--- src/rtl/pipe_ctrl.sv ---
// pipe_ctrl: hazard and stall controller for a 5-stage pipeline.
// Produces per-register stall codes and PC hold, sequences multi-cycle EX
// operations, discards stale fetches after a redirect and counts bubbles.
module pipe_ctrl #(
  parameter int unsigned MULDIV_CYCLES = 8,
  parameter int unsigned CNT_W         = 16
) (
  input  logic             i_clk,
  input  logic             i_rst,
  input  logic [4:0]       i_id_rs1_addr,
  input  logic [4:0]       i_id_rs2_addr,
  input  logic             i_id_rs1_ren,
  input  logic             i_id_rs2_ren,
  input  logic             i_ex_mem_rena,
  input  logic [4:0]       i_ex_rd_waddr,
  input  logic             i_ex_redirect,
  input  logic             i_ex_multi,
  input  logic             i_if_busy,
  input  logic             i_mem_busy,
  output logic             o_pc_hold,
  output logic [1:0]       o_if_id_stall,
  output logic [1:0]       o_id_ex_stall,
  output logic [1:0]       o_ex_mem_stall,
  output logic [1:0]       o_mem_wb_stall,
  output logic             o_ex_multi_done,
  output logic [1:0]       o_ctrl_state,
  output logic [CNT_W-1:0] o_bubble_cnt
);

  localparam int unsigned CW = (MULDIV_CYCLES > 2) ? $clog2(MULDIV_CYCLES) : 1;

  localparam logic [1:0] STALL_NEXT = 2'b00;
  localparam logic [1:0] STALL_KEEP = 2'b01;
  localparam logic [1:0] STALL_ZERO = 2'b10;

  typedef enum logic [1:0] {
    ST_RUN   = 2'd0,
    ST_MULTI = 2'd1,
    ST_FLUSH = 2'd2
  } state_t;

  state_t             r_state;
  logic [CW-1:0]      r_cnt;
  logic [CNT_W-1:0]   r_bubble_cnt;

  logic               w_lu;
  logic               w_done;
  logic               w_multi_act;
  logic               w_bubble;

  // Load-use hazard between the load in EX and the sources read in ID
  assign w_lu = i_ex_mem_rena && (i_ex_rd_waddr != 5'd0) &&
                ((i_id_rs1_ren && (i_id_rs1_addr == i_ex_rd_waddr)) ||
                 (i_id_rs2_ren && (i_id_rs2_addr == i_ex_rd_waddr)));

  assign w_done      = (r_state == ST_MULTI) && (r_cnt == '0);
  assign w_multi_act = (r_state == ST_MULTI) || ((r_state == ST_RUN) && i_ex_multi);

  // Prioritised stall-code selection; first matching cause wins
  always_comb begin
    o_pc_hold      = 1'b0;
    o_if_id_stall  = STALL_NEXT;
    o_id_ex_stall  = STALL_NEXT;
    o_ex_mem_stall = STALL_NEXT;
    o_mem_wb_stall = STALL_NEXT;
    w_bubble       = 1'b0;
    if (i_rst) begin
      o_pc_hold      = 1'b1;
      o_if_id_stall  = STALL_ZERO;
      o_id_ex_stall  = STALL_ZERO;
      o_ex_mem_stall = STALL_ZERO;
      o_mem_wb_stall = STALL_ZERO;
    end else if (i_mem_busy) begin
      o_pc_hold      = 1'b1;
      o_if_id_stall  = STALL_KEEP;
      o_id_ex_stall  = STALL_KEEP;
      o_ex_mem_stall = STALL_KEEP;
      o_mem_wb_stall = STALL_ZERO;
    end else if (w_multi_act && !w_done) begin
      o_pc_hold      = 1'b1;
      o_if_id_stall  = STALL_KEEP;
      o_id_ex_stall  = STALL_KEEP;
      o_ex_mem_stall = STALL_ZERO;
    end else if (i_ex_redirect) begin
      o_if_id_stall  = STALL_ZERO;
      o_id_ex_stall  = STALL_ZERO;
      w_bubble       = 1'b1;
    end else if (r_state == ST_FLUSH) begin
      o_pc_hold      = 1'b1;
      o_if_id_stall  = STALL_ZERO;
    end else if (w_lu) begin
      o_pc_hold      = 1'b1;
      o_if_id_stall  = STALL_KEEP;
      o_id_ex_stall  = STALL_ZERO;
      w_bubble       = 1'b1;
    end else if (i_if_busy) begin
      o_pc_hold      = 1'b1;
      o_if_id_stall  = STALL_ZERO;
    end
  end

  // Control FSM with multi-cycle occupancy counter
  always_ff @(posedge i_clk or posedge i_rst) begin
    if (i_rst) begin
      r_state <= ST_RUN;
      r_cnt   <= '0;
    end else if (!i_mem_busy) begin
      unique case (r_state)
        ST_RUN: begin
          if (i_ex_multi) begin
            r_cnt   <= CW'(MULDIV_CYCLES - 1);
            r_state <= ST_MULTI;
          end else if (i_ex_redirect && i_if_busy) begin
            r_state <= ST_FLUSH;
          end
        end
        ST_MULTI: begin
          if (r_cnt != '0) begin
            r_cnt <= r_cnt - CW'(1);
          end else if (i_ex_redirect && i_if_busy) begin
            r_state <= ST_FLUSH;
          end else begin
            r_state <= ST_RUN;
          end
        end
        ST_FLUSH: begin
          if (!i_if_busy) begin
            r_state <= ST_RUN;
          end
        end
        default: r_state <= ST_RUN;
      endcase
    end
  end

  // Saturating count of bubbles inserted by redirects and load-use stalls
  always_ff @(posedge i_clk or posedge i_rst) begin
    if (i_rst) begin
      r_bubble_cnt <= '0;
    end else if (w_bubble && (r_bubble_cnt != '1)) begin
      r_bubble_cnt <= r_bubble_cnt + CNT_W'(1);
    end
  end

  assign o_ex_multi_done = w_done && !i_rst;
  assign o_ctrl_state    = r_state;
  assign o_bubble_cnt    = r_bubble_cnt;

endmodule

--- config.mk ---
export PLATFORM = sky130hd
export DESIGN_NAME = pipe_ctrl
export DESIGN_NICKNAME = d
export VERILOG_FILES = /design/src/rtl/pipe_ctrl.sv
export SDC_FILE = /design/constraint.sdc
export NUM_CORES = 1
export LEC_CHECK = 0
export BUFFER_PORTS_ARGS = -buffer_cell sky130_fd_sc_hd__buf_4
export CORE_MARGIN = 2
export CORE_UTILIZATION = 40
export CTS_CLUSTER_DIAMETER = 60
export DETAILED_ROUTE_END_ITERATION = 8
export MAX_ROUTING_LAYER = met4
export PLACE_DENSITY = 0.7
export SLEW_MARGIN = 10
export SYNTH_ARGS = -nofsm -noshare
export SYNTH_HDL_FRONTEND = slang
export SYNTH_SLANG_ARGS = --single-unit
--- constraint.sdc ---
create_clock -name i_clk -period 2.1 [get_ports i_clk]
set_input_delay 0.21 -clock i_clk [delete_from_list [all_inputs] [get_ports i_clk]]
set_output_delay 0.21 -clock i_clk [all_outputs]
set_load 0.01 [all_outputs]
* Word-level counts from Yosys, hierarchy flattened
Cells that the tools add are included.
Storage, ports and cells: register bits after elaboration 21, input bits 24, word-level logic and storage cells 77
Operators by class: mux-type cells 40, bitwise gates (word level) 1, reductions and logical operators 21, eq/ne operators 10, add/subtract/negate cells 2
Operators by type and width (number):
- 2-bit two-way mux | 23
- 16-bit by 1-bit adder with 16-bit output, second input constant | 1
- 16-bit != test, second input constant | 1
- 1-bit two-way mux | 13
- 5-bit == test | 2
- 1-bit logical AND | 10
- 4-bit AND reduction | 2
- 3-bit two-way mux | 2
- 2-bit != test, second input constant | 3
- 2-bit one-hot mux with 3 select lines | 1
- 3-bit one-hot mux with 2 select lines | 1
- 5-bit nonzero test | 1
- 3-bit zero test | 1
- 3-bit by 2-bit != test with 1-bit output, second input constant | 1
- 3-bit nonzero test | 1
- 3-bit by 1-bit subtractor with 3-bit output, second input constant | 1
- 2-bit by 1-bit == test with 1-bit output, second input constant | 1
- 2-bit == test, second input constant | 1
- 1-bit zero test | 2
- 2-bit zero test | 1
- 1-bit logical OR | 2
- 2-bit by 1-bit != test with 1-bit output, second input constant | 1
- 2-bit nonzero test | 1
- 1-bit inverter | 1

* Logic depth before layout (Yosys ltp)
Gate-level depths: netlist of run 1.
depth in word-level cells 11, gate-level depth with buffers 9

* Worst setup path after synthesis of run 1
OpenSTA, ideal clock, no wires.
path type reg-to-reg, from register r_cnt[0], to register r_bubble_cnt[3], in the netlist o_bubble_cnt[3], stages on the path, launching flop included 10, required time 1.973 ns, setup time 0.127 ns, path buffers 1, clock period less this slack 2.067 ns, arrival 1.940 ns, path slack 0.033 ns, cell sequence dfrtp_1 inv_1 ha_1 nand3b_1 a21oi_2 or4b_4 o21ai_4 buf_6 nand4_1 xnor2_1
Between the ends: cells in the longest elaborated chain, start to end 8
Ends and longest elaborated chain:
- start, declared | RTL line 43 | logic [CW-1:0] r_cnt;
- start signal, assigned | RTL line 111 | r_cnt <= CW'(MULDIV_CYCLES - 1);
- start signal, assigned | RTL line 119 | r_cnt <= r_cnt - CW'(1);
- 3-bit zero test | RTL line 56 | assign w_done = (r_state == ST_MULTI) && (r_cnt == '0);
- 1-bit logical AND | RTL line 56
- 1-bit zero test | RTL line 79 | end else if (w_multi_act && !w_done) begin
- 1-bit logical AND | RTL line 79
- 1-bit two-way mux | RTL line 79
- 1-bit two-way mux | RTL line 73 | end else if (i_mem_busy) begin
- 1-bit two-way mux | RTL line 67 | if (i_rst) begin
- 1-bit logical AND | RTL line 140 | end else if (w_bubble && (r_bubble_cnt != '1)) begin
- end signal, assigned | RTL line 141 | r_bubble_cnt <= r_bubble_cnt + CNT_W'(1);
- end, declared | RTL line 44 | logic [CNT_W-1:0] r_bubble_cnt;
No other way between the ends. A chain may end at the register's enable or synchronous reset.

* Worst setup path after layout of run 1
from register r_cnt[1], to register r_bubble_cnt[6], in the netlist o_bubble_cnt[6]
Same word-level chain as after synthesis.

==> flow_metrics.tcl, run 1 <==
set metrics [dict create \
    yosys_most_used_dff "dfrtp_1" \
    syn_area_sq_um 1350 \
    ctsHoldBuffers 0 \
    cp_data_required_time_ns 2.34 \
    setup_violations 0 \
    crit_start "r_cnt[1]" \
    p_leak_nw 0.9144 \
    clk_pin_slew_worst_paths_ns 0.12 \
    routed_via_density 5.139 \
    drt-total-wl_mm 3.256 \
    yosysSeqAreaShare_pct 38.92 \
    max_clock_freq_mhz 480.5 \
    grt_start_max_net_pins 22 \
    synthTopCellsByArea "dfrtp_1 39%, xnor2_1 10%, xor2_1 5.8%, nand4_1 5.6%, nand2_1 3.6%" \
    worst_clock_skew_ns 0.0005559 \
    cts_buffers 3 \
    layout_commonest_cell "buf_4" \
    crit_slowest_cell "or4b_4" \
    syn_area_per_cell_sq_um 9.247 \
    finalHoldViolCount 0 \
    slew_headroom_pct 60.33 \
    endpoint_kind "flop" \
    grt_pass1_wl_mm 4.864 \
    die_y_um 62.10 \
    synthDistinctLibCells 41 \
    irDropWorstVdd_mv 0.2546 \
    rr_startpoint "r_cnt[1]" \
    worstSkewPairLatency_ns 0.31 \
    fin_nets 241 \
    initialDrtViolationCount 65 \
    crit_fanout 13 \
    reg2reg_slack_ns 0.02 \
    clk_path_buf_depth 2 \
    rr_worst_depth 9 \
    core_area_sq_um 3284 \
    min_period_ns 2.081 \
    min_period_over_period_pct 99.11 \
    synthesis.instances 146 \
    hpwlAfterDp_mm 2.531 \
    cts.htree.levels 1 \
    startpoint_type "flop" \
    rows 21 \
    synth_edf_count 0 \
    vias 1331 \
    gp_congestion 0.8221 \
    tritoncts "yes" \
    worstPathCellList "inv_2, ha_4, nand3b_1, a21oi_2, or4b_4, o21ai_4, buf_12, nand4_1, xnor2_1" \
    area_growth_pct 44.76 \
    drv_cap 0 \
    slew_viol_final 0 \
    yosysTopAreaCellShare_pct 38.92 \
    final_cell_mix "67 x buf_4, 21 x dfrtp_1, 15 x xnor2_1" \
    synthArstFlopShare_pct 100.0 \
    root_buffer "clkbuf_4" \
    grtUsageTotal_pct 17.35 \
    ys_warn_count 0 \
    regArea_sq_um 525.5 \
    yosys.area.top_type "dfrtp_1" \
    worst_path_largest_cell_delay_ns 0.50 \
    drt_first_pass_iters 4 \
    fin_setup_tns_ns 0 \
    io_pins 52 \
    drc_errors 0 \
    final_util_pct 59.50 \
    cp.arrival_ns 2.32 \
    power-per-cell-area_nw_per_um2 678.7 \
    initial_core_util_pct 41.10 \
    ant_nets 0 \
    routedWlPerCell_um 12.57 \
    status "finished clean" \
    cts.sinks 21 \
    multiInputGateArea_sq_um 802.0 \
    worst_pin_slew_ns 0.5951 \
    drive_gt1_share_pct 40.85 \
    crit_type "reg2reg" \
    fp.dieW_um 62.10 \
    dieArea_sq_um 3856 \
    nFillCells 298 \
    synth_fp_nets 173 \
    grt-ovfl-total 0 \
    antenna_found_initial 0 \
    grt_pass1_vias 1149 \
    num_antenna_cells 0 \
    ys_ff_latch 21 \
    port_buffers 50 \
    hp-class "in2async" \
    rsz0062_at_grt "true" \
]
==> kinds of logic (layout without fill, tap and decap cells) <==
| family | Yosys count | count (layout) | share of synthesized area (%) |
|---|---|---|---|
| AO/OA/AOI/OAI | 20 | 20 | 10.38 |
| XOR/XNOR | 25 | 25 | 16.22 |
| adder cells (fa/ha/maj) | 3 | 3 | 2.781 |
| buffers and inverters | 10 | 77 | 3.800 |
| flip-flops | 21 | 21 | 38.92 |
| other | 1 | 1 | 0.2778 |
| AND/OR/NAND/NOR | 66 | 66 | 27.62 |
==> where the power goes <==
group | internal, mW | total (mW) | switching, mW
clock network | 0.0712 | 0.198 | 0.127
registers | 0.466 | 0.509 | 0.0425
logic | 0.327 | 0.620 | 0.292
==> timing repair <==
action	CTS	global route
pin swaps	4	4
resized for setup	4	4
buffers inserted	3	0
endpoints found under the setup margin	14	17
==> final timing paths <==
kind,to
max in group asynchronous,o_bubble_cnt[10]
setup reg to reg,o_bubble_cnt[6]
setup / recovery,o_bubble_cnt[6]
hold reg to reg,o_bubble_cnt[8]
min in group i_clk,o_ctrl_state[1]
hold / removal,o_ctrl_state[1]
==> stage by stage <==
step	hold slack, ns	total power, mW	setup WS (ns)	std cells	area [sq um]
after global placement	0.3381	1.055	-0.07713	252	1863
final	0.01469	1.326	0.01879	259	1954
after CTS	0.007549	1.316	-0.006337	259	1938
after detailed placement	0.3571	1.071	-0.1170	252	1863
after global routing	0.01360	1.424	-0.1085	259	1954
after floorplan	0.1948	0.8151	0.03334	146	1350
==> routing by layer <==
metal | share of wire [%] | wire [um] | global-route usage (%)
met5 | 0 | 0 | -
met4 | 0.68 | 22 | 4.559
met3 | 6.8 | 221 | 2.070
met2 | 50 | 1628 | 28.27
met1 | 42 | 1382 | 22.79
==> cell type report <==
class                   count  share of cell area, %
multi-input cells         115                  41.04
flip-flops and latches     21                  26.89
repair buffers             68                  26.76
well taps                  46                  2.945
clock buffers               3                  1.152
inverters                   5                 0.9603
clock inverters             1                 0.2561
==> sequential cells by signal, indices dropped and copies added, names as in the netlist <==
| name | flops |
|---|---|
| o_ctrl_state | 2 |
| r_cnt | 3 |
| o_bubble_cnt | 16 |
==> worst max-delay path: cells and delay by family, from the launching register on <==
| kind | cells | cell delay (ns) |
|---|---|---|
| simple gates | 3 | 0.72 |
| buf+inv | 2 | 0.23 |
| fa+ha+maj | 1 | 0.14 |
| xor+xnor | 1 | 0.19 |
| flops | 1 | 0.41 |
| compound gates | 2 | 0.32 |
==> cells in the mapped netlist (4+ instances only) <==
cell,instances
nor3_1,4
dfrtp_1,21
xor2_1,9
nor2b_1,4
nand4_1,12
nor2_1,9
xnor2_1,16
nand2_1,13
nand3_1,5
o21ai_0,6
inv_1,5
(Power assumes the default switching activity.)
==> inputs of run 2 (changes only) <==
--- a/config.mk
+++ b/config.mk
@@ -6,12 +6,13 @@
 export NUM_CORES = 1
 export LEC_CHECK = 0
 export BUFFER_PORTS_ARGS = -buffer_cell sky130_fd_sc_hd__buf_4
-export CORE_MARGIN = 2
+export CORE_ASPECT_RATIO = 0.7
+export CORE_MARGIN = 5
 export CORE_UTILIZATION = 40
 export CTS_CLUSTER_DIAMETER = 60
 export DETAILED_ROUTE_END_ITERATION = 8
 export MAX_ROUTING_LAYER = met4
-export PLACE_DENSITY = 0.7
+export PLACE_DENSITY = 0.67
 export SLEW_MARGIN = 10
 export SYNTH_ARGS = -nofsm -noshare
 export SYNTH_HDL_FRONTEND = slang
==> constraint.sdc (replaced) <==
create_clock -name i_clk -period 2.56 [get_ports i_clk]
set_input_delay 0.256 -clock i_clk [delete_from_list [all_inputs] [get_ports i_clk]]
set_output_delay 0.256 -clock i_clk [all_outputs]
set_load 0.01 [all_outputs]
==> run 2 against run 1 <==
Against the previous run:
- worst hold slack better by 0.069 ns
- cell area is 7.8% lower
- clock skew increased by 0.0033 ns
- utilization fell by 3.0 points
- critical path depth shrank 1
- routed wire length rose by 1.6%
- maximum frequency decreased by 8.5%
==> flow_metrics.tcl, run 2 (synthesis results as in run 1) <==
set metrics [dict create \
    drive_gt1_share_pct 32.99 \
    grt_pass1_wl_mm 5.733 \
    startpoint_type "flop" \
    crit_buf_inv 1 \
    cp_data_required_time_ns 2.71 \
    io_pins 52 \
    core_area_sq_um 3191 \
    drt_first_pass_iters 4 \
    status "finished clean" \
    cts.htree.levels 1 \
    num_antenna_cells 0 \
    drt-total-wl_mm 3.308 \
    crit_type "reg2reg" \
    min_period_ns 2.274 \
    cts_buffers 3 \
    area_growth_pct 33.46 \
    slew_viol_final 0 \
    fin_setup_tns_ns 0 \
    hpwlAfterDp_mm 2.663 \
    setup_violations 0 \
    crit_cells 8 \
    initialDrtViolationCount 79 \
    p_leak_nw 0.8313 \
    worstPathCellList "inv_1, ha_1, nand3b_1, a21oi_2, or4b_4, o21ai_4, nand4_1, xnor2_1" \
    ctsResizeCount 0 \
    endpoint_kind "flop" \
    layout_commonest_cell "buf_4" \
    grtUsageTotal_pct 15.87 \
    rr_startpoint "r_cnt[0]" \
    rr_worst_depth 8 \
    power-per-cell-area_nw_per_um2 577.3 \
    cts.sinks 21 \
    finalHoldViolCount 0 \
    hp-class "in2async" \
    final_cell_mix "52 x buf_4, 21 x dfrtp_1, 16 x xnor2_1" \
    clk_pin_slew_worst_paths_ns 0.08 \
    grt_start_max_net_pins 22 \
    ant_nets 0 \
    fp.dieW_um 79.44 \
    port_buffers 50 \
    vias 1214 \
    crit_slowest_cell "or4b_4" \
    rr_endpoint "o_bubble_cnt[11]" \
    crit_end "o_bubble_cnt[11]" \
    post-layout-total-power_mw 1.040 \
    min_period_over_period_pct 88.84 \
    worst_pin_slew_ns 0.6171 \
    root_buffer "clkbuf_8" \
    worst_path_largest_cell_delay_ns 0.50 \
    dieArea_sq_um 4655 \
    cp.arrival_ns 2.42 \
    tritoncts "yes" \
    slew_headroom_pct 58.86 \
    die_y_um 58.61 \
    post-cts-setup-buffers 0 \
    ctsHoldBuffers 0 \
    largest_register_ffs 16 \
    irDropWorstVdd_mv 0.5315 \
    clk_path_buf_depth 2 \
    max_clock_freq_mhz 439.7 \
    reg2reg_slack_ns 0.29 \
    worstSkewPairLatency_ns 0.26 \
    grt_pass1_vias 1270 \
    fin_nets 225 \
    critPathTopFamily "simple AND/OR/NAND/NOR gates" \
    gp_congestion 0.8002 \
    crit_fanout 13 \
    rows 17 \
    initial_core_util_pct 42.31 \
    crit_start "r_cnt[0]" \
    routed_via_density 5.166 \
    worst_clock_skew_ns 0.003872 \
    drv_cap 0 \
    routedWlPerCell_um 14.08 \
    antenna_found_initial 0 \
    drc_errors 0 \
    grt-ovfl-total 0 \
    rsz0062_at_grt "false" \
]
run 2: cell types whose count changed in the layout (fill, tap and decap cells not counted), sizes merged:
cell	change
buf	-16
run 2: worst reg2reg max path, delay by kind of cell, from the launching register on:
family	cells	cell delay, ns
AOI/OAI and AO/OA	2	0.50
buffers and inverters	1	0.09
adders and majority gates	1	0.21
DFF	1	0.40
and+or+nand+nor	3	0.81
xor gates and xnor gates	1	0.16
run 2: stage by stage:
stage,instances,hold WS [ns],area [sq um],worst slack (ns),util [%]
finish,235,0.08367,1802,0.2856,56.47
global route,235,0.1204,1802,0.1425,56.47
CTS,235,0.09663,1802,0.2758,56.47
detailed placement,231,0.3810,1755,0.2793,55.02
global placement,231,0.3814,1755,0.3665,55.02
floorplan,146,0.2408,1350,0.4933,-
run 2: routing by layer:
metal  global-route usage [%]  wire length [um]  up-vias
met5                        -                 0        -
met4                   0.9804                 6        0
met3                    4.128               161        2
met2                    25.21              1490       29
met1                    21.46              1650      567
li1                         -                 -      616
run 2: how the worst min path moves through the flow:
stage,startpoint,endpoint,cells after the start
floorplan,i_rst,o_bubble_cnt[0],1
global placement,i_rst,o_ctrl_state[1],3
detailed placement,i_rst,o_ctrl_state[1],3
CTS,i_rst,o_ctrl_state[1],3
global route,i_rst,r_cnt[1],3
finish,i_rst,o_ctrl_state[0],3
run 2: layout make-up:
cell class,instances,area [sq um]
clock inverters,1,5.005
clock buffers,3,41.29
flip-flops and latches,21,525.5
inverters,5,18.77
well taps,38,47.55
multi-input cells,115,773.2
fillers,306,1389
repair buffers,52,390.4
run 2: power by group:
| part | switching (mW) | internal [mW] | total [mW] |
|---|---|---|---|
| Sequential | 0.0567 | 0.383 | 0.439 |
| Clock | 0.111 | 0.108 | 0.220 |
| Combinational | 0.188 | 0.193 | 0.381 |
==> inputs of run 3 (changes only) <==
--- a/config.mk
+++ b/config.mk
@@ -6,13 +6,15 @@
 export NUM_CORES = 1
 export LEC_CHECK = 0
 export BUFFER_PORTS_ARGS = -buffer_cell sky130_fd_sc_hd__buf_4
+export CELL_PAD_IN_SITES_DETAIL_PLACEMENT = 0
+export CELL_PAD_IN_SITES_GLOBAL_PLACEMENT = 1
 export CORE_ASPECT_RATIO = 0.7
 export CORE_MARGIN = 5
-export CORE_UTILIZATION = 40
-export CTS_CLUSTER_DIAMETER = 60
+export CORE_UTILIZATION = 38
 export DETAILED_ROUTE_END_ITERATION = 8
 export MAX_ROUTING_LAYER = met4
-export PLACE_DENSITY = 0.67
+export PLACE_DENSITY_LB_ADDON = 0.1
+export SETUP_SLACK_MARGIN = 0.4
 export SLEW_MARGIN = 10
 export SYNTH_ARGS = -nofsm -noshare
 export SYNTH_HDL_FRONTEND = slang
==> run 3 against run 2 <==
Against the previous run:
- count of clock-buffer cells in the layout unchanged
- via count increased by 2.2%
- die area increased by 4.5%
- worst setup slack improved by 0.17 ns
- combinational power increased by 24%
- utilization decreased by 0.66 points
- maximum frequency increased by 8.2%
- sequential cell count unchanged
- non-clock buffer count increased by 11
- cell area increased by 7.4%
- register-to-register slack improved by 0.17 ns
- clock skew about the same
==> flow_metrics.tcl, run 3 (synthesis results as in run 1) <==
set metrics [dict create \
    holdWs_ns 0.09598 \
    worst_pin_slew_ns 0.5213 \
    clk_pin_slew_worst_paths_ns 0.08 \
    drt-total-wl_mm 3.460 \
    endpoint_kind "flop" \
    grtUsageTotal_pct 15.11 \
    finalInstanceArea_sq_um 1936 \
    grt_start_max_net_pins 22 \
    tritoncts "yes" \
    p_leak_nw 0.8848 \
    crit_type "reg2reg" \
    finalHoldViolCount 0 \
    core_area_sq_um 3468 \
    drc_errors 0 \
    fin_setup_tns_ns 0 \
    cts.sinks 21 \
    drive_gt1_share_pct 39.90 \
    hpwlAfterDp_mm 2.656 \
    cp_data_required_time_ns 2.70 \
    largest_register_ffs 16 \
    worst_path_largest_cell_delay_ns 0.50 \
    routed_via_density 4.810 \
    rows 18 \
    worstSkewPairLatency_ns 0.26 \
    clk_path_buf_depth 2 \
    status "finished clean" \
    power-per-cell-area_nw_per_um2 582.3 \
    die_y_um 59.87 \
    hp-class "in2async" \
    drt_first_pass_iters 4 \
    crit_fanout 13 \
    dieArea_sq_um 4864 \
    grt_pass1_wl_mm 5.554 \
    grt_pass1_vias 1186 \
    post-layout-total-power_mw 1.127 \
    max_clock_freq_mhz 475.6 \
    grt-ovfl-total 0 \
    rr_worst_depth 9 \
    initialDrtViolationCount 38 \
    vias 1241 \
    num_antenna_cells 0 \
    area_growth_pct 43.37 \
    port_buffers 50 \
    drv_cap 0 \
    worst_clock_skew_ns 0.004020 \
    initial_core_util_pct 38.92 \
    ant_nets 0 \
    fin_nets 236 \
    setup_violations 0 \
    post_dp_cell_area_sq_um 1778 \
    startpoint_type "flop" \
    min_period_over_period_pct 82.13 \
    worstPathCellList "inv_2, ha_4, nand3b_1, a21oi_2, or4b_4, o21ai_4, buf_12, nand4_1, xnor2_1" \
    crit_slowest_cell "or4b_4" \
    io_pins 52 \
    slew_viol_final 0 \
    cp.arrival_ns 2.25 \
    routedWlPerCell_um 13.41 \
    min_period_ns 2.103 \
    final_cell_mix "62 x buf_4, 19 x dfrtp_1, 16 x xnor2_1" \
    rsz0062_at_grt "true" \
    layout_commonest_cell "buf_4" \
    cts_buffers 3 \
    antenna_found_initial 0 \
    slew_headroom_pct 65.25 \
    stdcell_count 258 \
    gp_congestion 0.7976 \
    irDropWorstVdd_mv 0.4389 \
    fp.dieW_um 81.24 \
    root_buffer "clkbuf_8" \
    placed_cells 244 \
    cts.htree.levels 1 \
]
-- run 3: cell count changes in the layout (fill, tap and decap cells not counted), sizes merged --
cell  before  now
buf       52   63
-- run 3: worst max-delay path: cells and delay by family, from the launching register on --
family,cells,cell delay (ns)
and+or+nand+nor,3,0.73
xor gates and xnor gates,1,0.14
AOI/OAI and AO/OA,2,0.34
adders and majority gates,1,0.15
DFF,1,0.39
buffers and inverters,2,0.24
-- run 3: worst paths after layout --
kind	end	startpoint	slack, ns
max	o_bubble_cnt[14]	r_cnt[1]	0.46
min	o_bubble_cnt[13]	i_rst	0.1
max reg2reg	o_bubble_cnt[14]	r_cnt[1]	0.46
min reg2reg	o_bubble_cnt[7]	o_bubble_cnt[7]	0.52
max in group asynchronous	o_bubble_cnt[0]	i_rst	2.23
min in group i_clk	o_ctrl_state[1]	i_if_busy	0.26
-- run 3: cell type report --
cell class / count / area [sq um]
repair buffers: 63 / 485.5
fillers: 335 / 1533
flip-flops and latches: 21 / 528.0
multi-input cells: 115 / 794.5
clock inverters: 1 / 5.005
clock buffers: 3 / 41.29
well taps: 50 / 62.56
inverters: 5 / 18.77
-- run 3: report_power, final --
part / switching, mW / leakage [nW] / internal (mW)
Combinational: 0.214 / 0.590 / 0.257
Sequential: 0.0579 / 0.270 / 0.385
Clock: 0.105 / 0.0255 / 0.108
Total: 0.377 / 0.885 / 0.750
-- run 3: metal layers --
metal | wire [um] | vias up | GRT usage (%)
met5 | 0 | - | -
met4 | 17 | 0 | 2.892
met3 | 204 | 2 | 3.765
met2 | 1476 | 26 | 21.29
met1 | 1762 | 576 | 21.94
li1 | - | 637 | -
-- run 3: timing repair --
item                                    4_1_cts  5_1_grt
pin swaps                                     3        1
setup buffers                                 6        4
hold buffers                                  0        0
gates resized for setup                       4        5
endpoints found under the setup margin       15       18
-- run 3: metrics by stage --
step	setup WS, ns	utilization [%]
final	0.4574	55.81
after global routing	0.3225	55.81
after CTS	0.4001	54.76
after detailed placement	0.2896	51.26
after global placement	0.3303	51.26
after floorplan	0.4933	-
